`src/rtl/mac_sim_pkg.sv`:
```
// rtl/mac_sim_pkg.sv - shared types and constants for the MAC transmit sink model
//
// Purpose: FSM state encoding, frame status codes, byte-count width and a
//          saturating increment helper used by mac_tx_sink and its sub-modules.
// Ports:   none (package).
package mac_sim_pkg;

  localparam int CNT_W = 16;

  typedef enum logic [1:0] {
    ST_IDLE  = 2'd0,
    ST_FRAME = 2'd1,
    ST_DROP  = 2'd2
  } state_e;

  typedef enum logic [2:0] {
    STAT_OK        = 3'd0,
    STAT_PATTERN   = 3'd1,
    STAT_ERR_FLAG  = 3'd2,
    STAT_OVERSIZE  = 3'd3,
    STAT_TRUNCATED = 3'd4
  } status_e;

  function automatic logic [CNT_W-1:0] sat_inc(input logic [CNT_W-1:0] v);
    return (v == '1) ? v : v + CNT_W'(1);
  endfunction

endpackage

```
`src/rtl/mac_bp_gen.sv`:
```
// rtl/mac_bp_gen.sv - cyclic backpressure generator producing a registered ready
//
// Purpose: 3-bit free-running phase counter; ready follows BP_PATTERN[phase].
// Ports:
//   i_clk  - clock, rising edge
//   i_rst  - asynchronous active-high reset (phase=0, rdy=BP_PATTERN[0])
//   o_rdy  - registered ready, equal to BP_PATTERN[phase] every cycle
module mac_bp_gen #(
  parameter logic [7:0] BP_PATTERN = 8'hFF
) (
  input  logic i_clk,
  input  logic i_rst,
  output logic o_rdy
);

  logic [2:0] r_phase;
  logic [2:0] w_phase_nxt;
  logic       r_rdy;

  assign w_phase_nxt = r_phase + 3'd1;

  // Ready is looked up with the phase it will hold after the edge, so the
  // register always matches BP_PATTERN[r_phase] without a combinational path.
  always_ff @(posedge i_clk or posedge i_rst) begin
    if (i_rst) begin
      r_phase <= 3'd0;
      r_rdy   <= BP_PATTERN[0];
    end else begin
      r_phase <= w_phase_nxt;
      r_rdy   <= BP_PATTERN[w_phase_nxt];
    end
  end

  assign o_rdy = r_rdy;

endmodule

```
`src/rtl/mac_tx_sink.sv`:
```
// rtl/mac_tx_sink.sv - MAC transmit FIFO sink that checks incrementing-byte frames
//
// Purpose: accepts sop/eop framed beats under programmable backpressure, checks
//          each valid byte against seed+offset, reports length/status per frame
//          and keeps saturating good/bad/orphan counters.
// Ports:
//   i_clk, i_rst          - clock, asynchronous active-high reset
//   i_data                - beat data, byte 0 in the top byte lane
//   i_sop, i_eop          - first / last beat of a frame
//   i_err                 - frame error flag, meaningful on the eop beat only
//   i_mod                 - empty bytes on the eop beat (0 = all valid)
//   i_wren                - beat valid
//   o_rdy                 - sink ready (registered, cyclic pattern)
//   o_frame_done          - one-cycle result pulse
//   o_frame_len           - byte count of the reported frame (saturating)
//   o_frame_status        - status code of the reported frame
//   o_good_cnt, o_bad_cnt - saturating OK / non-OK frame counters
//   o_orphan_cnt          - saturating count of beats accepted outside a frame
module mac_tx_sink
  import mac_sim_pkg::*;
#(
  parameter int         DATA_W     = 32,
  parameter int         MOD_W      = $clog2(DATA_W/8),
  parameter int         MAX_FRAME  = 1518,
  parameter logic [7:0] BP_PATTERN = 8'hFF
) (
  input  logic              i_clk,
  input  logic              i_rst,
  input  logic [DATA_W-1:0] i_data,
  input  logic              i_sop,
  input  logic              i_eop,
  input  logic              i_err,
  input  logic [MOD_W-1:0]  i_mod,
  input  logic              i_wren,
  output logic              o_rdy,
  output logic              o_frame_done,
  output logic [CNT_W-1:0]  o_frame_len,
  output logic [2:0]        o_frame_status,
  output logic [CNT_W-1:0]  o_good_cnt,
  output logic [CNT_W-1:0]  o_bad_cnt,
  output logic [CNT_W-1:0]  o_orphan_cnt
);

  localparam int NB   = DATA_W/8;
  localparam int NB_W = MOD_W + 1;

  state_e             r_state, w_state_nxt;
  logic [7:0]         r_seed;
  logic [CNT_W-1:0]   r_cnt;
  logic               r_pat_err;

  logic               r_frame_done;
  logic [CNT_W-1:0]   r_frame_len;
  status_e            r_frame_status;
  logic [CNT_W-1:0]   r_good_cnt, r_bad_cnt, r_orphan_cnt;

  logic               r_hold_v;
  logic [CNT_W-1:0]   r_hold_len;
  status_e            r_hold_status;

  logic               w_rdy;
  logic               w_accept, w_in_frame, w_body, w_dropping;
  logic               w_trunc, w_fin, w_orphan, w_mismatch, w_over;
  logic [NB_W-1:0]    w_nbytes;
  logic [7:0]         w_byte0, w_base;
  logic [CNT_W-1:0]   w_cnt_base, w_cnt_new;
  logic [CNT_W:0]     w_cnt_sum;
  status_e            w_fin_status;

  logic               w_out_v, w_hold_v_nxt;
  logic [CNT_W-1:0]   w_out_len, w_hold_len_nxt;
  status_e            w_out_status, w_hold_status_nxt;

  mac_bp_gen #(.BP_PATTERN(BP_PATTERN)) u_bp_gen (
    .i_clk (i_clk),
    .i_rst (i_rst),
    .o_rdy (w_rdy)
  );

  // ---------------------------------------------------------------- beat decode
  assign w_accept   = i_wren & w_rdy;
  assign w_in_frame = (r_state != ST_IDLE);
  // A beat belongs to a frame if it opens one or arrives while one is open.
  assign w_body     = w_accept & (i_sop | w_in_frame);
  assign w_dropping = (r_state == ST_DROP) & ~i_sop;
  assign w_trunc    = w_accept & i_sop & w_in_frame;
  assign w_fin      = w_body & i_eop;
  assign w_orphan   = w_accept & ~i_sop & ~w_in_frame;

  assign w_nbytes   = i_eop ? (NB_W'(NB) - NB_W'(i_mod)) : NB_W'(NB);
  assign w_byte0    = i_data[DATA_W-1 -: 8];
  assign w_base     = i_sop ? w_byte0 : (r_seed + r_cnt[7:0]);

  assign w_cnt_base = i_sop ? '0 : r_cnt;
  assign w_cnt_sum  = {1'b0, w_cnt_base} + (CNT_W+1)'(w_nbytes);
  assign w_cnt_new  = w_cnt_sum[CNT_W] ? '1 : w_cnt_sum[CNT_W-1:0];
  assign w_over     = int'(w_cnt_new) > MAX_FRAME;

  // One comparator per byte lane; lanes beyond the valid count are ignored.
  always_comb begin
    w_mismatch = 1'b0;
    for (int j = 0; j < NB; j++) begin
      if ((NB_W'(j) < w_nbytes) && (i_data[DATA_W-1-8*j -: 8] != (w_base + 8'(j)))) begin
        w_mismatch = 1'b1;
      end
    end
  end

  always_comb begin
    if (w_dropping || w_over) begin
      w_fin_status = STAT_OVERSIZE;
    end else if (i_err) begin
      w_fin_status = STAT_ERR_FLAG;
    end else if ((r_pat_err && !i_sop) || w_mismatch) begin
      w_fin_status = STAT_PATTERN;
    end else begin
      w_fin_status = STAT_OK;
    end
  end

  // ------------------------------------------------------------------------ FSM
  always_ff @(posedge i_clk or posedge i_rst) begin
    if (i_rst) begin
      r_state <= ST_IDLE;
    end else begin
      r_state <= w_state_nxt;
    end
  end

  always_comb begin
    w_state_nxt = r_state;
    if (w_body) begin
      if (i_eop) begin
        w_state_nxt = ST_IDLE;
      end else if (w_dropping || w_over) begin
        w_state_nxt = ST_DROP;
      end else begin
        w_state_nxt = ST_FRAME;
      end
    end
  end

  // -------------------------------------------------------------- frame tracking
  always_ff @(posedge i_clk or posedge i_rst) begin
    if (i_rst) begin
      r_seed    <= 8'd0;
      r_cnt     <= '0;
      r_pat_err <= 1'b0;
    end else if (w_body) begin
      r_cnt     <= w_cnt_new;
      r_pat_err <= (r_pat_err & ~i_sop) | (w_mismatch & ~w_dropping);
      if (i_sop) begin
        r_seed <= w_byte0;
      end
    end
  end

  // ------------------------------------------------------------ result ordering
  // A truncating sop+eop beat yields two results at once; the second waits one
  // cycle in the hold register. Such a beat leaves the FSM idle, so while the
  // hold register is occupied at most one new result can arrive per cycle.
  always_comb begin
    w_out_v           = 1'b0;
    w_out_len         = r_hold_len;
    w_out_status      = r_hold_status;
    w_hold_v_nxt      = 1'b0;
    w_hold_len_nxt    = r_hold_len;
    w_hold_status_nxt = r_hold_status;
    if (r_hold_v) begin
      w_out_v      = 1'b1;
      w_hold_v_nxt = w_trunc | w_fin;
      if (w_trunc) begin
        w_hold_len_nxt    = r_cnt;
        w_hold_status_nxt = STAT_TRUNCATED;
      end else if (w_fin) begin
        w_hold_len_nxt    = w_cnt_new;
        w_hold_status_nxt = w_fin_status;
      end
    end else if (w_trunc) begin
      w_out_v           = 1'b1;
      w_out_len         = r_cnt;
      w_out_status      = STAT_TRUNCATED;
      w_hold_v_nxt      = w_fin;
      w_hold_len_nxt    = w_cnt_new;
      w_hold_status_nxt = w_fin_status;
    end else if (w_fin) begin
      w_out_v      = 1'b1;
      w_out_len    = w_cnt_new;
      w_out_status = w_fin_status;
    end
  end

  always_ff @(posedge i_clk or posedge i_rst) begin
    if (i_rst) begin
      r_frame_done   <= 1'b0;
      r_frame_len    <= '0;
      r_frame_status <= STAT_OK;
      r_good_cnt     <= '0;
      r_bad_cnt      <= '0;
      r_orphan_cnt   <= '0;
      r_hold_v       <= 1'b0;
      r_hold_len     <= '0;
      r_hold_status  <= STAT_OK;
    end else begin
      r_frame_done  <= w_out_v;
      r_hold_v      <= w_hold_v_nxt;
      r_hold_len    <= w_hold_len_nxt;
      r_hold_status <= w_hold_status_nxt;
      if (w_out_v) begin
        r_frame_len    <= w_out_len;
        r_frame_status <= w_out_status;
        if (w_out_status == STAT_OK) begin
          r_good_cnt <= sat_inc(r_good_cnt);
        end else begin
          r_bad_cnt <= sat_inc(r_bad_cnt);
        end
      end
      if (w_orphan) begin
        r_orphan_cnt <= sat_inc(r_orphan_cnt);
      end
    end
  end

  assign o_rdy          = w_rdy;
  assign o_frame_done   = r_frame_done;
  assign o_frame_len    = r_frame_len;
  assign o_frame_status = r_frame_status;
  assign o_good_cnt     = r_good_cnt;
  assign o_bad_cnt      = r_bad_cnt;
  assign o_orphan_cnt   = r_orphan_cnt;

endmodule

```
`config.mk`:
```
export PLATFORM = sky130hd
export DESIGN_NAME = mac_tx_sink
export DESIGN_NICKNAME = d
export VERILOG_FILES = /design/src/rtl/mac_sim_pkg.sv /design/src/rtl/mac_bp_gen.sv /design/src/rtl/mac_tx_sink.sv
export SDC_FILE = /design/constraint.sdc
export NUM_CORES = 1
export LEC_CHECK = 0
export BUFFER_PORTS_ARGS = -buffer_cell sky130_fd_sc_hd__buf_2
export CAP_MARGIN = 20
export CORE_UTILIZATION = 30
export DETAILED_ROUTE_END_ITERATION = 8
export HOLD_SLACK_MARGIN = 0.02
export SYNTH_ARGS = -nofsm -noshare
export SYNTH_HDL_FRONTEND = slang
export SYNTH_SLANG_ARGS = --single-unit
```
`constraint.sdc`:
```
create_clock -name i_clk -period 7.95 [get_ports i_clk]
set_clock_uncertainty 0.15 [all_clocks]
set_input_delay 0.3975 -clock i_clk [delete_from_list [all_inputs] [get_ports i_clk]]
set_output_delay 0.3975 -clock i_clk [all_outputs]
set_load 0.02 [all_outputs]
```
### Word-level counts from Yosys, hierarchy flattened

Memories as Yosys holds them, arrays and structs flattened. A register that Yosys moved wholly into a read port is not among the register bits.
Index checks and enable logic that the tools add are counted.

* equal/unequal tests: 8
* add/subtract/negate cells: 10
* reductions and logical operators: 15
* magnitude comparators: 5
* bitwise gates (word level): 20
* muxes and demuxes: 28

Operators with widths (count)
* 16-bit two-way mux: 7
* 16-bit by 1-bit adder with 16-bit output (second input constant): 3
* 16-bit equality test (second input constant): 3
* 8-bit != test: 4
* 3-bit two-way mux: 6
* 16-bit by 3-bit adder with 17-bit output: 1
* 8-bit by 2-bit adder with 8-bit output (second input constant): 2
* 16-bit by 11-bit greater-than comparator with 1-bit output (second input constant): 1
* 1-bit AND: 10
* 1-bit two-way mux: 10
* 8-bit by 1-bit adder with 8-bit output (second input constant): 1
* 8-bit adder: 1
* 2-bit two-way mux: 4
* 8-bit two-way mux: 1
* 1-bit NOT: 7
* 1-bit by 3-bit less-than comparator with 1-bit output (first input constant): 2
* 2-bit by 3-bit less-than comparator with 1-bit output (first input constant): 2
* 3-bit AND reduction: 2
* 1-bit logical AND: 5
* 2-bit AND reduction: 2
* 2-bit nonzero test: 2
* 3-bit by 1-bit adder with 3-bit output (second input constant): 1
* 3-bit zero test: 1
* 1-bit OR: 3
* other kinds (4): 5

* memories kept: 1
* memory bits (read-only): 8
* input bits: 40
* output and inout bits: 69
* register bits after elaboration: 118
* word-level logic and storage cells: 101

Memories
* (name not given): words 8, width 1, rd ports 1, clocked after Yosys merged registers in 1, wr ports 0, line mac_bp_gen.sv:30 `r_rdy <= BP_PATTERN[w_phase_nxt];`

### Depth between registers and ports, before layout

* depth in word-level cells: 18
* mapped depth: 22
* depth with buffers taken out: 17

### By module

A second synthesis with hierarchy kept.

* cell total of the unflattened synthesis: 777
* area total of the unflattened synthesis: 7138.1 um^2

By module, submodules not included
* mac_tx_sink: area each 7126.8 um^2, cells each 775, seq. area each 2877.8 um^2, times used 1
* mac_bp_gen: area each 11.3 um^2, cells each 2, seq. area each 0.0 um^2, times used 1

### Worst setup path before layout

OpenSTA, ideal clock, no wires.

* path kind: register to register
* start point: register r_cnt[0]
* end point: register r_good_cnt[4], in the netlist o_good_cnt[4]
* buffers on the path: 1
* data required time: 7669 ps
* arrival: 4068 ps
* setup time: 131 ps
* cell stages (with the launch flop): 18
* setup slack: 3602 ps
* period minus slack after synthesis: 4348 ps
* cells stage by stage: dfrtp_1 -> ha_1 -> fa_1 -> xnor2_1 -> a21o_2 -> inv_1 -> ha_1 -> a21oi_1 -> xnor2_1 -> o211a_1 -> o21bai_1 -> a211o_2 -> nor4_4 -> o221ai_2 -> o32ai_4 -> buf_6 -> nand4_1 -> xnor2_1

* cells in the longest elaborated chain, start to end: 17
* elaborated cells between the ends (all ways): 31
* classes of those cells: 5 x add/sub; 1 x order compare; 4 x eq/ne; 13 x mux; 8 x reduce/logical

Ends and longest elaborated chain
* start, declared: line mac_tx_sink.sv:49 `logic [CNT_W-1:0] r_cnt;`
* start signal, assigned: line mac_tx_sink.sv:150 `r_cnt <= w_cnt_new;`
* 8-bit adder: line mac_tx_sink.sv:92 `assign w_base = i_sop ? w_byte0 : (r_seed + r_cnt[7:0]);`
* 8-bit two-way mux: line mac_tx_sink.sv:92
* 8-bit by 1-bit adder with 8-bit output / 8-bit != test (equally long branches): line mac_tx_sink.sv:103 `if ((NB_W'(j) < w_nbytes) && (i_data[DATA_W-1-8*j -: 8] != (w_base + 8'(j)))) begin`
* 8-bit != test / 1-bit logical AND (equally long branches): line mac_tx_sink.sv:103
* 1-bit logical AND / 1-bit two-way mux (equally long branches): line mac_tx_sink.sv:103
* 1-bit two-way mux (3 in series): line mac_tx_sink.sv:103
* 1-bit logical OR: line mac_tx_sink.sv:114 `end else if ((r_pat_err && !i_sop) || w_mismatch) begin`
* 1-bit two-way mux: line mac_tx_sink.sv:114
* 2-bit two-way mux: line mac_tx_sink.sv:112 `end else if (i_err) begin`
* 2-bit two-way mux *: line mac_tx_sink.sv:110 `if (w_dropping || w_over) begin`
* 3-bit two-way mux * (2 in series)
* 3-bit two-way mux *: line mac_tx_sink.sv:169 `if (r_hold_v) begin`
* 3-bit zero test *: line mac_tx_sink.sv:212 `if (w_out_status == STAT_OK) begin`
* 3-bit AND reduction (no line) *
* end signal, assigned: line mac_tx_sink.sv:213 `r_good_cnt <= sat_inc(r_good_cnt);`
* end, declared: line mac_tx_sink.sv:55 `logic [CNT_W-1:0] r_good_cnt, r_bad_cnt, r_orphan_cnt;`

Every way passes the cells marked *; elsewhere a longest branch is shown, timed or not.
A chain may end at the register's enable or synchronous reset.

### Worst setup path after layout

* start point: register r_cnt[0]
* end point: register r_good_cnt[1], in the netlist o_good_cnt[1]

The elaborated chain is that of the path after synthesis.

==> impl_metrics.py <==
metrics = {
    "run_status": {
        "outcome": "finished, final reports clean",
    },
    "critical_path": {
        "crit_fanout": 16,
        "cp-end-kind": "flop",
        "crit_type": "reg -> reg",
        "crit_path_start_kind": "flop",
        "required_ns": 8.10,
        "critPathArrivalTime_ns": 5.31,
    },
    "logic_synthesis": {
        "synth.net_count": 853,
        "yosys_warnings": 0,
        "async_flop_share_pct": 100.0,
        "seq_area_frac_synth_pct": 38.60,
        "synth_top_area_cell": "dfrtp_1",
        "ys_ff_latch": 115,
        "ys.flop_type": "dfrtp_1",
        "syn_area_um2": 7455,
        "synth_edf_count": 0,
        "synth_top_area_share_pct": 38.60,
        "synth.distinct_cells": 84,
        "avgSynthCellArea_um2": 9.401,
        "synthTopCellsByArea": "dfrtp_1, xnor2_1, nand2_1",
        "syn_inst": 793,
    },
    "clock_tree": {
        "insertion_delay_ns": 0.41,
        "cts_setup_buffers": 0,
        "root_buffer": "clkbuf_16",
        "clock_path_buffers": 2,
        "cts_buffers": 17,
        "clk_pin_slew_ns": 0.06,
        "cts_sinks": 115,
        "cts_resized": 0,
        "htreeDepth": 4,
        "cts.hold.buffers_added": 1,
        "cts_tree": "yes",
    },
    "sta": {
        "setup_viol": 0,
        "finalCritPeriodShare_pct": 64.94,
        "max_freq_mhz": 193.7,
        "postLayoutSetupSlackWorst_ns": 2.787,
        "slew_violations": 0,
        "max-slew-margin-rel_pct": 33.22,
        "fin_crit_ns": 5.163,
        "rsz0062_at_grt": "false",
        "finalSetupTns_ns": 0,
        "tightest_slew_ns": 0.9993,
        "hold_viol_final": 0,
    },
    "global_route": {
        "grt_max_degree": 72,
        "grt_pass1_vias": 5952,
        "grt_pass1_wl_mm": 32.26,
        "grtUsageTotal_pct": 15.77,
        "grt_overflow": 0,
        "antenna_found_initial": 1,
    },
    "route": {
        "drt_iter0_markers": 428,
        "firstDrtPassIters": 5,
        "routed_via_density": 5.094,
        "vias": 6235,
        "post-route-drc-count": 0,
        "antenna_left": 0,
        "routedWlPerCell_um": 16.04,
        "drt-total-wl_mm": 19.64,
    },
    "die": {
        "die_w_um": 159.6,
        "row_count": 57,
        "start_util_pct": 30.65,
        "io_pins": 109,
        "die_area_um2": 25480,
        "dieHeight_um": 159.6,
        "coreArea_um2": 24320,
    },
    "final_layout": {
        "final_cell_mix": "dfrtp_1, buf_2, nand2_1",
        "nNetsFinal": 947,
        "syn_to_final_growth_pct": 17.72,
        "finish.utilization_pct": 36.09,
        "drive_gt1_share_pct": 21.47,
        "layout_commonest_cell": "dfrtp_1",
    },
    "worst_hold_path": {
        "hold_path.class": "in -> reg",
    },
    "place": {
        "hpwl_mm": 14.46,
        "gp_congestion": 0.8741,
        "io_buffers": 107,
        "pre_cts_slack_ns": 2.746,
    },
    "pwr": {
        "p_leak_nw": 3.868,
        "power_density_nw_per_um2": 243.2,
        "ir_drop_uv": 159.5,
    },
    "run": {
        "drv_cap": 0,
    },
}
## logic make-up (layout without fill, tap and decap cells)
logic type               Yosys count  after routing  share of synthesized area, %
XOR/XNOR                          95             95                         11.55
multiplexers                      37             37                         5.337
adder cells (fa/ha/maj)           20             20                         3.558
flip-flops                       115            115                         38.60
AND/OR/NAND/NOR                  268            268                         18.03
buffers and inverters             62            168                         4.548
other                              1              2                       0.05030
AO/OA/AOI/OAI                    195            195                         18.33
## cell type report
cell class	count	area, µm²
Multi-Input combinational cell	616	4245
Antenna cell	1	2.502
Fill cell	2471	15540
Timing Repair Buffer	114	590.6
Sequential cell	115	2878
Inverter	23	88.84
Clock inverter	8	77.57
Clock buffer	23	488.0
Tap cell	324	405.4
## synth_stat cells, types with 4 or more instances
cell and count:
mux2_2 19, nand4_1 26, xor2_1 27, or2_2 5, nand3_1 20, clkbuf_1 23, nor3_1 20, o21ai_0 47
a22o_1 6, a21oi_1 46, o211ai_1 5, a211oi_1 9, nor4_1 5, inv_1 23, a2111oi_0 4, a22oi_1 17
ha_1 18, nor2_1 56, nand2b_1 6, nor3b_1 9, and3_1 8, xnor2_1 66, buf_6 4, mux2i_1 17
o31ai_1 4, and2_1 7, nor2b_1 7, dfrtp_1 115, nand2_1 81, o22ai_1 9, clkbuf_8 7
## routing by layer
layer | routed length, µm | GRT usage [%] | vias to the layer above | share of wire, %
met1 | 9779 | 22.88 | 2998 | 50
met5 | 0 | 0 | - | 0
li1 | - | - | 3050 | -
met4 | 160 | 4.633 | 0 | 0.81
met3 | 1152 | 3.351 | 13 | 5.9
met2 | 8546 | 23.36 | 174 | 44
## where the power goes
part	switching (mW)	internal, mW
Sequential	0.0846	0.663
Clock	0.265	0.460
Combinational	0.396	0.266
## metrics by stage
| step | power [mW] | hold WS (ns) | area, µm² | std cells |
|---|---|---|---|---|
| global placement | 1.407 | 0.3112 | 8198 | 1191 |
| CTS | 2.152 | 0.09752 | 8773 | 1223 |
| global route | 2.256 | 0.1134 | 8773 | 1223 |
| floorplan | 1.248 | 0.3178 | 7455 | 793 |
| finish | 2.135 | 0.1171 | 8776 | 1224 |
| detailed placement | 1.416 | 0.3054 | 8198 | 1191 |
## state kept, by name, indices dropped and copies added (netlist names)
| signal | count |
|---|---|
| o_bad_cnt | 16 |
| o_frame_done | 1 |
| o_frame_len | 16 |
| o_frame_status | 3 |
| o_good_cnt | 16 |
| o_orphan_cnt | 16 |
| r_cnt | 16 |
| r_hold_len | 16 |
| r_hold_status | 3 |
| r_hold_v | 1 |
| r_pat_err | 1 |
| r_seed | 8 |
| r_state | 2 |
## critical path, stage by stage, from the launching register on
cell      delay, ns
dfrtp_1        0.45
ha_1           0.29
fa_1           0.48
xnor2_1        0.31
a21o_2         0.27
inv_1          0.11
ha_1           0.27
a21oi_1        0.30
xnor2_1        0.22
o211a_1        0.21
o21bai_1       0.07
a211o_2        0.35
nor4_4         0.27
o221ai_2       0.21
o32ai_4        0.68
mux2_2         0.40
## worst paths after layout
path,from,endpoint,slack [ns],depth (start not counted)
max in group asynchronous,i_rst,r_cnt[15]$_DFFE_PP0P_,5.86,4
worst max register to register,r_cnt[0]$_DFFE_PP0P_,o_good_cnt[1]$_DFFE_PP0P_,2.79,15
min in group asynchronous,i_rst,o_bad_cnt[3]$_DFFE_PP0P_,0.45,3
worst min-delay path,i_data[25],r_seed[1]$_DFFE_PP0P_,0.12,2
worst max-delay path,r_cnt[0]$_DFFE_PP0P_,o_good_cnt[1]$_DFFE_PP0P_,2.79,15
worst min register to register,o_frame_len[15]$_DFFE_PP0P_,o_frame_len[15]$_DFFE_PP0P_,0.32,2
Note: power is estimated with default switching activity, not from simulation.
